$ cat src/rtl/pwm_fade_pkg.sv
// pwm_fade_pkg: shared state encoding and counter-width helper for the fade sequencer
package pwm_fade_pkg;
  typedef enum logic [2:0] {
    IDLE    = 3'd0,
    UP      = 3'd1,
    HOLD_HI = 3'd2,
    DOWN    = 3'd3,
    HOLD_LO = 3'd4
  } state_t;
  function automatic int cnt_w(input int n);
    return n > 2 ? $clog2(n) : 1;
  endfunction
endpackage

$ cat src/rtl/pwm_fade_ctrl_tick_gen.sv
// tick_gen: prescaler producing a 1-clk tick every DIV enabled clocks, clearable
module tick_gen
  import pwm_fade_pkg::*;
#(
  parameter int DIV = 4
) (
  input  logic clk,
  input  logic reset,
  input  logic en,
  input  logic clr,
  output logic tick
);
  localparam int W = cnt_w(DIV);
  localparam logic [W-1:0] LAST = W'(DIV - 1);
  logic [W-1:0] cnt;
  assign tick = en && cnt == LAST;
  // count while enabled, wrap after the tick cycle, clear restarts the period
  always_ff @(posedge clk or posedge reset)
    if (reset) cnt <= '0;
    else if (clr) cnt <= '0;
    else if (en) cnt <= tick ? '0 : cnt + 1'b1;
endmodule

$ cat src/rtl/pwm_fade_ctrl.sv
// pwm_fade_ctrl: breathing sequencer ramping a PWM duty word between min and max with end holds
module pwm_fade_ctrl
  import pwm_fade_pkg::*;
#(
  parameter int PWM_BITS   = 8,
  parameter int TICK_DIV   = 12000,
  parameter int HOLD_TICKS = 250
) (
  input  logic                i_clk,
  input  logic                i_reset,
  input  logic                i_enable,
  input  logic [PWM_BITS-1:0] i_min_duty,
  input  logic [PWM_BITS-1:0] i_max_duty,
  input  logic [PWM_BITS-1:0] i_step,
  output logic [PWM_BITS-1:0] o_duty,
  output logic                o_busy,
  output logic                o_cycle_done,
  output logic                o_cfg_err
);
  localparam int HW = cnt_w(HOLD_TICKS);
  localparam logic [HW-1:0] HOLD_LAST = HW'(HOLD_TICKS - 1);
  state_t state;
  logic tick, cfg_ok;
  logic [HW-1:0] hold_cnt;
  logic [PWM_BITS-1:0] min_r, max_r, step_r, up_duty, dn_duty, above_min;
  logic [PWM_BITS:0] sum;
  tick_gen #(.DIV(TICK_DIV)) u_tick (
    .clk  (i_clk),
    .reset(i_reset),
    .en   (state != IDLE),
    .clr  (state == IDLE),
    .tick (tick)
  );
  // saturating next-duty values; the add carries into an extra bit and the subtract compares distance to min first
  always_comb begin
    sum       = {1'b0, o_duty} + {1'b0, step_r};
    up_duty   = sum >= {1'b0, max_r} ? max_r : sum[PWM_BITS-1:0];
    above_min = o_duty - min_r;
    dn_duty   = above_min <= step_r ? min_r : o_duty - step_r;
    cfg_ok    = i_max_duty > i_min_duty && i_step != '0;
  end
  // sequencer FSM with registered outputs; disable overrides every state
  always_ff @(posedge i_clk or posedge i_reset)
    if (i_reset) begin
      state        <= IDLE;
      o_duty       <= '0;
      o_busy       <= 1'b0;
      o_cycle_done <= 1'b0;
      o_cfg_err    <= 1'b0;
      hold_cnt     <= '0;
      min_r        <= '0;
      max_r        <= '0;
      step_r       <= '0;
    end else begin
      o_cycle_done <= 1'b0;
      if (!i_enable) begin
        state     <= IDLE;
        o_duty    <= i_min_duty;
        o_busy    <= 1'b0;
        o_cfg_err <= 1'b0;
        hold_cnt  <= '0;
      end else begin
        case (state)
          IDLE: begin
            o_duty <= i_min_duty;
            if (!o_cfg_err) begin
              min_r  <= i_min_duty;
              max_r  <= i_max_duty;
              step_r <= i_step;
              if (cfg_ok) begin
                state  <= UP;
                o_busy <= 1'b1;
              end else o_cfg_err <= 1'b1;
            end
          end
          UP:
            if (tick) begin
              o_duty <= up_duty;
              if (up_duty == max_r) begin
                state    <= HOLD_HI;
                hold_cnt <= '0;
              end
            end
          HOLD_HI:
            if (tick) begin
              if (hold_cnt == HOLD_LAST) state <= DOWN;
              else hold_cnt <= hold_cnt + 1'b1;
            end
          DOWN:
            if (tick) begin
              o_duty <= dn_duty;
              if (dn_duty == min_r) begin
                state    <= HOLD_LO;
                hold_cnt <= '0;
              end
            end
          HOLD_LO:
            if (tick) begin
              if (hold_cnt == HOLD_LAST) begin
                state        <= UP;
                o_cycle_done <= 1'b1;
              end else hold_cnt <= hold_cnt + 1'b1;
            end
          default: state <= IDLE;
        endcase
      end
    end
endmodule
$ cat config.mk
export PLATFORM = sky130hd
export DESIGN_NAME = pwm_fade_ctrl
export DESIGN_NICKNAME = d
export VERILOG_FILES = /design/src/rtl/pwm_fade_pkg.sv /design/src/rtl/pwm_fade_ctrl_tick_gen.sv /design/src/rtl/pwm_fade_ctrl.sv
export SDC_FILE = /design/constraint.sdc
export NUM_CORES = 1
export LEC_CHECK = 0
export BUFFER_PORTS_ARGS = -buffer_cell sky130_fd_sc_hd__buf_2
export CORE_ASPECT_RATIO = 1.5
export CORE_UTILIZATION = 50
export CTS_BUF_LIST = sky130_fd_sc_hd__clkbuf_4 sky130_fd_sc_hd__clkbuf_8
export DETAILED_ROUTE_END_ITERATION = 12
export GPL_TIMING_DRIVEN = 0
export MAX_ROUTING_LAYER = met4
export PLACE_DENSITY = 0.68
export SYNTH_ARGS = -nofsm -noshare
export SYNTH_HDL_FRONTEND = slang
export SYNTH_HIERARCHICAL = 1
export SYNTH_SLANG_ARGS = --single-unit
$ cat constraint.sdc
create_clock -name i_clk -period 4.34 [get_ports i_clk]
set_clock_uncertainty 0.15 [all_clocks]
set_input_delay 1.302 -clock i_clk [delete_from_list [all_inputs] [get_ports i_clk]]
set_output_delay 1.302 -clock i_clk [all_outputs]
set_load 0.005 [all_outputs]
## Word level (Yosys, flattened, before mapping)

Index checks and enable logic that the tools add are counted.

- Input bits: 27
- Register bits: 60
- Logic and storage cells: 97
- Output and inout port bits: 11

- Reduce and logical (&&, ||, !) cells: 12
- Eq/ne operators: 25
- Bitwise gates (word level): 1
- $lt $le $gt $ge: 3
- Multiplexer cells: 41
- $add $sub $neg: 5

Operator list:

| kind | number |
|---|---|
| 8-bit two-way mux | 12 |
| 8-bit one-hot mux with 3 select lines | 2 |
| 14-bit two-way mux | 3 |
| 3-bit two-way mux | 11 |
| 3-bit != test, second input constant | 7 |
| 8-bit equality test | 2 |
| 8-bit subtractor | 2 |
| 3-bit by 2-bit != test with 1-bit output, second input constant | 5 |
| 3-bit one-hot mux with 5 select lines | 1 |
| 14-bit by 1-bit adder with 14-bit output, second input constant | 1 |
| 14-bit equality test, second input constant | 1 |
| 1-bit two-way mux | 12 |
| 10-bit AND reduction | 1 |
| 8-bit by 8-bit adder with 9-bit output | 1 |
| 9-bit by 8-bit >= comparator with 1-bit output | 1 |
| 3-bit AND reduction | 3 |
| 8-bit by 1-bit adder with 8-bit output, second input constant | 1 |
| 8-bit equality test, second input constant | 1 |
| 8-bit > comparator | 1 |
| 8-bit <= comparator | 1 |
| 8-bit nonzero test | 1 |
| 7-bit AND reduction | 1 |
| 3-bit by 2-bit equality test with 1-bit output, second input constant | 2 |
| 2-bit by 1-bit != test with 1-bit output, second input constant | 2 |
| 11 further kinds | 12 |

## Logic depth before layout (Yosys ltp)

Gate-level depths: netlist (run 1).

- Depth after elaboration: 8
- Gate-level depth with buffers: 20
- Gate-level depth less buffers: 19

## Cells and area by module

The synthesis (run 1) kept the hierarchy.

Modules (own cells, without submodules):

| module | cells each | instances | area each (µm²) | seq. area each (µm²) |
|---|---|---|---|---|
| pwm_fade_ctrl | 498 | 1 | 4,217.8 | 1,151.1 |
| tick_gen | 82 | 1 | 769.5 | 350.3 |

## Least setup slack after synthesis (run 1)

Ideal clock, no wire load.

- Kind: flip-flop to flip-flop
- From: register o_duty[0]
- To: register state[1]
- Buffers on the path: 0
- Required time: 4.064 ns
- Cell stages (with the launch flop): 15
- Clock period less this slack: 3.835 ns
- Path slack: 0.505 ns
- Setup time: 0.126 ns
- Arrival time: 3.559 ns
- Cells stage by stage: dfrtp_1 ha_1 fa_1 and2b_1 o21a_1 xnor2_1 ha_1 a21o_1 a21o_1 a221oi_1 o21ai_0 a31oi_1 o311ai_1 and2_2 a221o_1

- Longest elaborated chain between the ends: 6
- Elaborated cells between the ends (all ways): 12
- Classes of those cells: 3 x add/sub; 2 x order compare; 4 x eq/ne; 2 x mux; 1 x reduce/logical

Ends and longest elaborated chain:

| item | RTL line | RTL |
|---|---|---|
| from (decl) | pwm_fade_ctrl.sv:15 | `output logic [PWM_BITS-1:0] o_duty,` |
| from (signal assigned) | pwm_fade_ctrl.sv:58 | `o_duty <= i_min_duty;` |
| from (signal assigned) | pwm_fade_ctrl.sv:65 | `o_duty <= i_min_duty;` |
| from (signal assigned) | pwm_fade_ctrl.sv:78 | `o_duty <= up_duty;` |
| 8-bit by 8-bit adder with 9-bit output or 8-bit subtractor (tied branches) | pwm_fade_ctrl.sv:36, pwm_fade_ctrl.sv:38 |  |
| 9-bit by 8-bit >= comparator with 1-bit output or 8-bit <= comparator (tied branches) | pwm_fade_ctrl.sv:37, pwm_fade_ctrl.sv:39 |  |
| 8-bit two-way mux (on tied branches) | pwm_fade_ctrl.sv:37, pwm_fade_ctrl.sv:39 |  |
| 8-bit equality test (on tied branches) | pwm_fade_ctrl.sv:79, pwm_fade_ctrl.sv:92 |  |
| 3-bit != test (no line) | n/a |  |
| 10-bit AND reduction (no line) (*) | n/a |  |
| to (signal assigned) | pwm_fade_ctrl.sv:45 | `state <= IDLE;` |
| to (signal assigned) | pwm_fade_ctrl.sv:80 | `state <= HOLD_HI;` |
| to (signal assigned) | pwm_fade_ctrl.sv:86 | `if (hold_cnt == HOLD_LAST) state <= DOWN;` |
| to (decl) | pwm_fade_ctrl.sv:22 | `state_t state;` |

Every way passes the cells marked *; elsewhere a longest branch is shown, timed or not.
A chain may end at the register's enable or synchronous reset.

## Worst setup path after layout (run 1)

- From: register step_r[0]
- To: register state[1]

- Longest elaborated chain between the ends: 6
- Elaborated cells between the ends (all ways): 11
- Classes of those cells: 2 x add/sub; 2 x order compare; 4 x eq/ne; 2 x mux; 1 x reduce/logical

Ends and longest elaborated chain:

| item | RTL line | RTL |
|---|---|---|
| from (decl) | pwm_fade_ctrl.sv:25 | `logic [PWM_BITS-1:0] min_r, max_r, step_r, up_duty, dn_duty, above_min;` |
| from (signal assigned) | pwm_fade_ctrl.sv:69 | `step_r <= i_step;` |
| 8-bit by 8-bit adder with 9-bit output | pwm_fade_ctrl.sv:36 | `sum = {1'b0, o_duty} + {1'b0, step_r};` |
| 9-bit by 8-bit >= comparator with 1-bit output | pwm_fade_ctrl.sv:37 | `up_duty = sum >= {1'b0, max_r} ? max_r : sum[PWM_BITS-1:0];` |
| 8-bit two-way mux | pwm_fade_ctrl.sv:37 |  |
| 8-bit equality test | pwm_fade_ctrl.sv:79 | `if (up_duty == max_r) begin` |
| 3-bit != test (no line) | n/a |  |
| 10-bit AND reduction (no line) (*) | n/a |  |

Marks and branches as above.

==> impl_metrics.yaml, run 1 <==
synthesis:
  synth.net_count: 660
  synth_ff_type: "dfrtp_1"
  yosysSeqAreaShare_pct: 30.11
  synth-warning-count: 6
  syn-cell-area_um2: 4987
  ys_async_sr_fraction_pct: 100.0
  synth-seq-cells: 60
  post_synth_edffs: 0
  postSynthAreaPerCell_um2: 8.599
  postSynthCellCount: 580
  synth.lib_cells_used.distinct: 63
placed_design:
  place.port_buffers: 36
  place.gp.congestion: 0.9415
  hpwl_um: 11040
critical_path:
  timing.reg2reg.setup_slack_ns: 0.19
  path_max_fanout: 4
  endpoint_kind: "flip-flop"
  endpoint_of_the_lowest_slack_register_to_register_path: "state[1]$_DFFE_PP0P_"
  timing.setup.critical_path_class: "flip-flop to flip-flop"
  signal_arrival_time_at_the_worst_endpoint_ns: 4.24
  crit_path_start: "step_r[0]$_DFFE_PP0P_"
  kind_of_start_point_of_the_critical_path: "flip-flop"
  worst_r2r_startpoint: "step_r[0]$_DFFE_PP0P_"
  critPathRequiredTime_ns: 4.43
  reg2reg_depth: 14
  cp-endpoint: "state[1]$_DFFE_PP0P_"
grt:
  antenna_violations_before_repair: 0
  vias_in_the_first_global_route: 4436
  globalRoute.totalOverflow: 0
  maximum_number_of_pins_on_one_net_before_global_route_repair: 25
  grt_use_total_pct: 28.69
  grt_first_pass_wirelength_um: 22460
cells_and_area:
  fillers: 868
  final_net_count: 715
  finalCoreUtilization_pct: 58.57
  sequential_cell_area_um2: 1503
  area_delta_synth_final_pct: 13.80
  final_common_cell: "dfrtp_1"
  most-common-layout-cells: "59 x dfrtp_1, 54 x nand2_1, 50 x inv_1, 49 x ha_1, 42 x buf_2"
  multi_input_area_um2: 3248
  fraction_of_layout_cells_with_a_size_suffix_above_1_pct: 16.43
  antenna_cells_inserted: 0
timing:
  worst_hold_slack_ns: 0.3434
  max_fclk_mhz: 241.1
  slew_viol_final: 0
  final_min_period_over_clock_period_pct: 95.58
  final_critical_path_required_period_ns: 4.148
  hold_viol: 0
  timing.slew.headroom_pct: 19.73
  worst_slew_pin_slew_ns: 1.195
  setup_violations: 0
floorplanning:
  die_height_um: 124.3
  fp.coreArea_um2: 9689
  ioPinCount: 38
  start_util_pct: 51.47
  placement_rows: 44
  die_width_um: 83.55
  die_area_um2: 10390
drt:
  vias: 4635
  vias_per_cell: 6.147
  drt_pass1_iterations: 5
  routed_wire_length_per_instance_um: 18.78
  routed_wirelength_um: 14160
  drt_iter0_drc: 340
  drc: 0
  detail-route-antenna-nets: 0
clocking:
  clk_transition_reported_paths_ns: 0.06
  buffer_cell_driving_the_clock_tree_root: "clkbuf_8"
  cts_max_level: 3
  worst_skew_pair.late_latency_ns: 0.36
  cts_num_sinks: 60
  numCtsBuffers: 9
  tritoncts_clock_tree: "yes"
  clockBufferDepth: 2
min_path:
  hp-class: "flip-flop to flip-flop"
run:
  timing.max_cap.violations: 0
status:
  outcome: "finished clean"
## timing repair
action | 4_1_cts | 5_1_grt
resized for setup | 4 | 10
pin swaps | 0 | 3
setup endpoints to repair | 14 | 19
hold buffers | 0 | 0
buffers inserted | 0 | 8
## cell usage after synthesis, drive strengths merged (6+ instances only)
cell type,count,share of area [%]
nor2b,12,1.6
nor3,19,1.9
nand2b,9,1.1
nor2,33,2.5
nand2,55,4.2
nand4,10,1.3
o21ai,41,4.1
inv,51,3.8
dfrtp,60,30
xor2,15,2.8
mux2,8,1.9
clkbuf,14,1.1
o21a,7,1.1
a221oi,6,1.1
a21o,12,1.8
ha,50,13
buf,9,1.2
xnor2,26,4.6
o211ai,16,2.4
a21oi,34,3.4
nand3,17,1.7
## through the flow
step           instance area [um^2]  cells  setup TNS (ns)  setup slack [ns]
2_1_floorplan                  4987    580               0            0.5054
3_3_place_gp                   5311    731          -1.551           -0.2016
3_5_place_dp                   5339    732          -2.159           -0.2542
4_1_cts                        5575    747               0          0.007852
5_1_grt                        5675    754     -0.00005995       -0.00005995
6_report                       5675    754               0            0.1920
## critical path, stage by stage (launching register included)
cell,delay [ns]
dfrtp_1,0.43
ha_2,0.24
fa_1,0.42
and2b_1,0.22
o21a_1,0.24
xnor2_2,0.22
ha_1,0.28
a21o_1,0.16
a21o_1,0.18
a221oi_2,0.27
o21ai_0,0.15
a31oi_2,0.24
o311ai_2,0.23
and2_2,0.26
a221o_1,0.34
## state kept, by name (all words and copies together) (netlist names)
name,count
u_tick/cnt,14
hold_cnt,8
max_r,8
min_r,8
o_duty,8
step_r,8
state,3
o_busy,1
o_cfg_err,1
o_cycle_done,1
## worst min-delay path by stage
stage,start,end,slack [ns],cells after the start
final,o_busy$_DFFE_PP0P_,o_busy$_DFFE_PP0P_,0.34,2
after global routing,o_busy$_DFFE_PP0P_,o_busy$_DFFE_PP0P_,0.37,2
after CTS,o_busy$_DFFE_PP0P_,o_busy$_DFFE_PP0P_,0.35,2
after detailed placement,o_busy$_DFFE_PP0P_,o_busy$_DFFE_PP0P_,0.33,2
after global placement,o_busy$_DFFE_PP0P_,o_busy$_DFFE_PP0P_,0.32,2
after floorplan,o_busy$_DFFE_PP0P_,o_busy$_DFFE_PP0P_,0.32,2
## final cells by class
cell class / instances / area share [%]
clock buffer: 14 / 3.175
tap: 115 / 2.535
clock inverter: 1 / 0.5291
timing repair buffer: 45 / 4.718
buffer: 22 / 1.962
multi-input combinational: 446 / 57.23
inverter: 51 / 3.373
sequential: 60 / 26.48
## per-layer routing
metal / vias to the layer above / part of all wire [%] / track usage (%)
li1: 2195 / - / -
met1: 2211 / 38 / 31.75
met2: 170 / 52 / 50.77
met3: 59 / 4.6 / 2.518
met4: 0 / 5.4 / 15.25
met5: - / 0 / -
## kinds of logic (layout without fill, tap and decap cells)
group           count (synthesis)  in the layout  synth area share (%)
flops                          60             60                 30.11
compound gates                165            165                 22.91
fa+ha+maj                      53             53                 13.75
xor+xnor                       41             41                 7.351
mux                            12             12                 2.684
simple gates                  175            175                 17.08
buf+inv                        74            133                 6.121
Power of run 1 is left out: the tool's default activity adds up to more than one toggle a clock period on the data nets, which glitch-free logic cannot reach.
==> run 2: changes to the inputs <==
- MAX_ROUTING_LAYER: met4 -> default
==> impl_metrics.yaml, run 2 (same netlist as run 1, synthesis figures left out) <==
cells_and_area:
  multi_input_area_um2: 3248
  most-common-layout-cells: "59 x dfrtp_1, 54 x nand2_1, 50 x inv_1, 49 x ha_1, 42 x buf_2"
  area_delta_synth_final_pct: 13.80
  fraction_of_layout_cells_with_a_size_suffix_above_1_pct: 16.43
  largest_register_ff_count: 14
  sequential_cell_area_um2: 1503
  fin_cells: 754
  fillers: 868
  final_net_count: 715
  largest-register: "u_tick/cnt"
  final_common_cell: "dfrtp_1"
  antenna_cells_inserted: 0
timing:
  worst_slew_pin_slew_ns: 1.199
  fin_setup_tns_ns: 0
  final_critical_path_required_period_ns: 4.158
  setup_violations: 0
  final_min_period_over_clock_period_pct: 95.80
  hold_viol: 0
  slew_viol_final: 0
  max_fclk_mhz: 240.5
  timing.slew.headroom_pct: 19.46
clocking:
  numCtsBuffers: 9
  tritoncts_clock_tree: "yes"
  cts_num_sinks: 60
  post_cts_hold_buffer_count: 0
  buffer_cell_driving_the_clock_tree_root: "clkbuf_8"
  clk_transition_reported_paths_ns: 0.06
  worst_skew_pair.late_latency_ns: 0.35
  clockBufferDepth: 2
  cts_max_level: 3
grt:
  vias_in_the_first_global_route: 4434
  grt_first_pass_wirelength_um: 22450
  maximum_number_of_pins_on_one_net_before_global_route_repair: 25
  antenna_violations_before_repair: 0
  globalRoute.totalOverflow: 0
  grt_use_total_pct: 27.90
critical_path:
  reg2reg_depth: 15
  endpoint_of_the_lowest_slack_register_to_register_path: "o_duty[2]$_DFFE_PP0P_"
  kind_of_start_point_of_the_critical_path: "flip-flop"
  timing.reg2reg.setup_slack_ns: 0.18
  critPathRequiredTime_ns: 4.40
  signal_arrival_time_at_the_worst_endpoint_ns: 4.21
  worst_r2r_startpoint: "step_r[0]$_DFFE_PP0P_"
  timing.setup.critical_path_class: "flip-flop to flip-flop"
  endpoint_kind: "flip-flop"
  path_max_fanout: 4
floorplanning:
  fp.coreArea_um2: 9689
  ioPinCount: 38
  die_width_um: 83.55
  start_util_pct: 51.47
  placement_rows: 44
  die_area_um2: 10390
  die_height_um: 124.3
drt:
  drt_iter0_drc: 338
  drt_pass1_iterations: 6
  routed_wirelength_um: 14130
  routed_wire_length_per_instance_um: 18.74
  vias: 4587
  detail-route-antenna-nets: 0
  drc: 0
  vias_per_cell: 6.084
min_path:
  hp-class: "flip-flop to flip-flop"
  min_to: "o_busy$_DFFE_PP0P_"
  worst_hold_startpoint: "o_busy$_DFFE_PP0P_"
  min_path_cells: 2
run:
  timing.max_cap.violations: 0
placed_design:
  post-place-cells: 732
  hpwl_um: 11040
  place.gp.congestion: 0.9251
  place.port_buffers: 36
status:
  outcome: "finished clean"
run 2: cell counts in the layout (fill, tap and decap cells not counted):
No cell type changed its count.
run 2: final cells by class:
class / instances / share of cell area, %
multi-input combinational: 446 / 57.23
sequential: 60 / 26.48
timing repair buffer: 45 / 4.718
inverter: 51 / 3.373
clock buffer: 14 / 3.175
tap: 115 / 2.535
buffer: 22 / 1.962
clock inverter: 1 / 0.5291
run 2: worst max-delay path by stage:
stage / end / startpoint
6_report: o_duty[2]$_DFFE_PP0P_ / step_r[0]$_DFFE_PP0P_
5_1_grt: state[1]$_DFFE_PP0P_ / o_duty[1]$_DFFE_PP0P_
4_1_cts: state[1]$_DFFE_PP0P_ / o_duty[1]$_DFFE_PP0P_
3_5_place_dp: hold_cnt[6]$_DFFE_PP0P_ / step_r[0]$_DFFE_PP0P_
3_3_place_gp: hold_cnt[0]$_DFFE_PP0P_ / step_r[0]$_DFFE_PP0P_
2_1_floorplan: state[1]$_DFFE_PP0P_ / o_duty[0]$_DFFE_PP0P_
run 2: per-layer routing:
metal	global-route usage, %	routed length (um)	vias up
met3	2.717	575	49
met4	15.25	675	0
met2	50.77	7361	136
met5	0	0	-
met1	31.66	5515	2208
li1	-	-	2194
run 2: through the flow:
step	utilization [%]	setup WS [ns]	hold slack (ns)	area, um^2
after floorplan	-	0.5054	0.3226	4987
after global placement	54.82	-0.2016	0.3213	5311
after detailed placement	55.10	-0.2542	0.3283	5339
after CTS	57.54	0.007852	0.3455	5575
after global routing	58.57	-0.0003135	0.3650	5675
final	58.57	0.1824	0.3434	5675
run 2: critical path, cell delays in order (launching register included):
cell      delay, ns
dfrtp_1        0.43
ha_2           0.24
fa_1           0.42
and2b_1        0.22
o21a_1         0.24
xnor2_2        0.22
ha_1           0.28
a21o_1         0.16
a21o_1         0.18
a221oi_2       0.28
o21ai_0        0.15
a31oi_2        0.24
buf_4          0.16
mux2_2         0.34
o21ai_0        0.15
o311ai_0       0.15
run 2: what timing repair did:
item,4_1_cts,5_1_grt
gates resized for setup,4,10
hold endpoints to repair,0,0
buffers inserted,0,8
pin swaps,0,3
endpoints found under the setup margin,14,19
Power of run 2 is left out for the same reason.
